<file path="src/rtl/hamming_dec_arbiter.sv">
// rtl/hamming_dec_arbiter.sv - two-channel round-robin arbiter sharing one Hamming(15,11) SEC decoder
// Registered output stage with valid/ready backpressure and saturating per-channel correction counters.
module hamming_dec_arbiter #(
  parameter int CNT_W = 16
) (
  input  logic             clk,
  input  logic             rst_n,
  input  logic             in0_valid,
  output logic             in0_ready,
  input  logic [14:0]      in0_code,
  input  logic             in1_valid,
  output logic             in1_ready,
  input  logic [14:0]      in1_code,
  output logic             out_valid,
  input  logic             out_ready,
  output logic [10:0]      out_data,
  output logic             out_src,
  output logic             out_corr,
  output logic [3:0]       out_syn,
  input  logic             cnt_clr,
  output logic [CNT_W-1:0] cnt0,
  output logic [CNT_W-1:0] cnt1
);

  localparam logic [CNT_W-1:0] CNT_MAX = '1;

  logic        ptr;
  logic        slot_free;
  logic        grant;
  logic        accept;
  logic [14:0] sel_code;
  logic [14:0] fixed;
  logic [3:0]  syn;
  logic        corr;
  logic [10:0] data;

  assign slot_free = !out_valid || out_ready;

  // Pointer only breaks ties; a lone requester always wins.
  assign grant     = (in0_valid && in1_valid) ? ptr : in1_valid;
  assign in0_ready = slot_free && in0_valid && !grant;
  assign in1_ready = slot_free && in1_valid && grant;
  assign accept    = in0_ready || in1_ready;

  assign sel_code = grant ? in1_code : in0_code;

  // Each mask selects the code indices whose position (index+1) has syndrome bit i set.
  assign syn[0] = ^(sel_code & 15'h5555);
  assign syn[1] = ^(sel_code & 15'h6666);
  assign syn[2] = ^(sel_code & 15'h7878);
  assign syn[3] = ^(sel_code & 15'h7F80);

  assign corr  = (syn != 4'd0);
  assign fixed = corr ? (sel_code ^ (15'd1 << (syn - 4'd1))) : sel_code;
  assign data  = {fixed[14:8], fixed[6:4], fixed[2]};

  always_ff @(posedge clk or negedge rst_n) begin
    if (!rst_n) begin
      out_valid <= 1'b0;
      out_data  <= '0;
      out_src   <= 1'b0;
      out_corr  <= 1'b0;
      out_syn   <= '0;
      ptr       <= 1'b0;
    end else if (accept) begin
      out_valid <= 1'b1;
      out_data  <= data;
      out_src   <= grant;
      out_corr  <= corr;
      out_syn   <= syn;
      ptr       <= !grant;
    end else if (out_ready) begin
      out_valid <= 1'b0;
    end
  end

  always_ff @(posedge clk or negedge rst_n) begin
    if (!rst_n) begin
      cnt0 <= '0;
      cnt1 <= '0;
    end else if (cnt_clr) begin
      cnt0 <= '0;
      cnt1 <= '0;
    end else if (accept && corr) begin
      if (!grant && cnt0 != CNT_MAX) cnt0 <= cnt0 + 1'b1;
      if (grant && cnt1 != CNT_MAX)  cnt1 <= cnt1 + 1'b1;
    end
  end

endmodule

</file>
<file path="config.mk">
export PLATFORM = sky130hd
export DESIGN_NAME = hamming_dec_arbiter
export DESIGN_NICKNAME = d
export VERILOG_FILES = /design/src/rtl/hamming_dec_arbiter.sv
export SDC_FILE = /design/constraint.sdc
export NUM_CORES = 1
export LEC_CHECK = 0
export CAP_MARGIN = 30
export CELL_PAD_IN_SITES_DETAIL_PLACEMENT = 1
export CELL_PAD_IN_SITES_GLOBAL_PLACEMENT = 1
export CORE_MARGIN = 5
export CORE_UTILIZATION = 25
export DETAILED_ROUTE_END_ITERATION = 10
export PLACE_DENSITY_LB_ADDON = 0.1
export SETUP_SLACK_MARGIN = 0.15
export SYNTH_ARGS = -nofsm -noshare
export SYNTH_HDL_FRONTEND = slang
export SYNTH_SLANG_ARGS = --single-unit
</file>
<file path="constraint.sdc">
create_clock -name clk -period 3.05 [get_ports clk]
set_input_delay 0.61 -clock clk [delete_from_list [all_inputs] [get_ports clk]]
set_output_delay 0.61 -clock clk [all_outputs]
set_load 0.05 [all_outputs]
</file>
==> flow_summary.yaml <==
job:
  drv_cap: 0
global_route:
  overflow: 0
  grt_pass1_vias: 3267
  grt_use_total_pct: 13.27
  grt_pass1_wl_um: 16750
  antenna_found_initial: 0
  grt_max_degree: 25
pwr:
  p_per_area_nw_per_um2: 594.4
  p_total_mw: 2.971
  irDropWorstVdd_uv: 347.7
  leakage_nw: 2.150
synth:
  syn_avg_cell_area_um2: 9.885
  synth_cell_types: 44
  netlist_instances: 331
  synth-async-reset-ratio_pct: 100.0
  netlist_area_um2: 3272
  synth_flop_cell: "dfrtp_1"
  ys_ff_latch: 51
  syn_nets: 370
  yosys_warnings: 0
  synth_edf_count: 0
  yosysSeqAreaShare_pct: 39.01
sta:
  finalSetupTns_ns: 0
  slew_viol_final: 0
  fin_crit_ns: 2.857
  max_freq_ghz: 0.3500
  final_hold_viol_count: 0
  rsz0062_at_grt: "false"
  period_share_pct: 93.68
  relSlewSlack_pct: 55.60
  finalSetupViolations: 0
  skew_ns: 0.01159
  tightest_slew_ns: 0.6659
detailed_routing:
  drtIter0Drc: 107
  dr.pass1.iters: 4
  wl_um: 10150
  drc: 0
  via_per_inst: 4.651
  vias: 2958
  ant_nets: 0
  wl_per_cell_um: 15.96
worst_setup_path:
  cp_data_arrival_time_ns: 3.09
  r2r_start: "ptr"
  cp.required_ns: 3.28
  r2r_cells: 8
  worstSetupPathType: "in2reg"
  startpoint_type: "input pin"
  reg2reg_to: "cnt0[13]"
  path_max_fanout: 11
  reg2reg_slack_ns: 0.69
  cp-end-kind: "register"
finish:
  fin_area_um2: 4999
  final_common_cell: "clkdlybuf4s50_1"
  fin_nets: 503
  drive_above_1_share_pct: 21.12
  area_growth_pct: 52.77
  layout.cells.most_common_list: "clkdlybuf4s50_1 (65), dfrtp_1 (51), buf_4 (50)"
  insertedDiodeCount: 0
die:
  start_util_pct: 25.72
  dieArea_um2: 15480
  fp.dieW_um: 124.4
  rows: 41
  die_height_um: 124.4
  core_area_um2: 12720
  ios: 88
clock_tree:
  cts_tree: "built"
  clockBufferDepth: 2
  clk-insertion-delay-late_ns: 0.30
  cts_max_level: 2
  cts-buffers-inserted: 5
  cts_root_buf: "clkbuf_16"
  cts.reportedPaths.clkPinSlew_ns: 0.07
  cts.sinks: 51
placement:
  portBuffers: 87
  place_congestion: 0.7380
  detailed_place_hpwl_um: 7861
  dpl_cell_area_um2: 4661
worst_hold_path:
  worstHoldPathType: "in2async"
run_status:
  status: "complete, no violations"
flip-flops by register name, indices dropped and copies added (netlist names):
| register | flops |
|---|---|
| out_src | 1 |
| out_syn | 4 |
| out_data | 11 |
| ptr | 1 |
| out_valid | 1 |
| out_corr | 1 |
| cnt0 | 16 |
| cnt1 | 16 |
layout make-up:
cell class / instances / area (um^2)
inverters: 9 / 33.78
repair buffers: 140 / 1289
flip-flops and latches: 51 / 1276
multi-input cells: 257 / 2026
well taps: 172 / 215.2
clock buffers: 6 / 128.9
clock inverters: 1 / 30.03
fillers: 1469 / 7724
worst max-delay path by stage:
| stage | startpoint | to | cells after the start |
|---|---|---|---|
| after global routing | in0_code[13] | cnt0[13] | 11 |
| after global placement | in1_code[14] | out_data[2] | 10 |
| after CTS | in0_code[4] | cnt0[13] | 10 |
| after detailed placement | in0_code[14] | out_data[0] | 11 |
| final | in0_valid | cnt0[13] | 10 |
| after floorplan | in1_code[14] | out_data[5] | 9 |
routing by layer:
layer	GRT usage [%]	wire, um	up-vias
met4	3.868	136	0
met5	0	0	-
met3	3.859	470	10
li1	-	-	1438
met2	23.38	5150	60
met1	15.62	4394	1450
kinds of logic after synthesis:
group | Yosys count | synth area share (%)
DFF | 51 | 39.01
adders and majority gates | 3 | 1.147
and+or+nand+nor | 111 | 18.55
buffers and inverters | 23 | 3.135
AOI/OAI and AO/OA | 72 | 12.85
muxes | 24 | 8.451
xor gates and xnor gates | 47 | 16.86
what timing repair did:
action                                 4_1_cts  5_1_grt
endpoints found under the hold margin        0        0
gates resized for setup                     23       21
pin swaps                                   13       11
gates cloned                                 1        0
setup endpoints to repair                   42       35
buffers inserted                             2        2
hold buffers                                 0        0
report_power, final:
part	switching, mW	internal [mW]
logic	0.828	0.649
clock network	0.271	0.384
registers	0.0688	0.770
synthesized netlist by cell type (2+ instances only):
cell type	number	area, um^2
nand3_1	17	85.08
xnor3_2	2	47.55
mux2_2	9	101.4
o21ai_0	36	180.2
xnor2_1	23	201.4
nand2_1	23	86.33
xnor3_1	8	180.2
nand3b_1	2	15.01
buf_4	2	15.01
nor4b_1	2	17.52
ha_1	3	37.54
or3_1	21	131.4
and3_1	5	31.28
nor2_1	13	48.80
a21oi_1	25	125.1
nand2b_1	2	12.51
o31ai_1	2	15.01
nor2b_1	5	31.28
or4_1	3	22.52
mux2i_1	13	130.1
and2_1	3	18.77
xor2_1	14	122.6
mux2i_4	2	45.04
nor3_1	5	25.02
nor3b_1	2	15.01
inv_1	9	33.78
clkbuf_1	10	37.54
nand4_1	4	25.02
dfrtp_1	51	1276
worst max-delay path, stage by stage:
cell and delay, ns:
clkdlybuf4s50_1 0.51, inv_1 0.09, o21ai_4 0.25, buf_6 0.23
mux2i_4 0.30, buf_4 0.18, o31ai_4 0.09, buf_6 0.15
or4_1 0.50, a21oi_1 0.16
stage by stage:
step	std cells	util (%)	hold WS [ns]	worst slack, ns
floorplan	331	-	0.3144	0.1292
global placement	624	36.63	0.4638	-0.4195
detailed placement	624	36.63	0.4690	-0.4985
CTS	634	38.47	0.3211	0.1504
global route	636	39.29	0.3467	0.1119
finish	636	39.29	0.3096	0.1929
(Power assumes the default switching activity.)
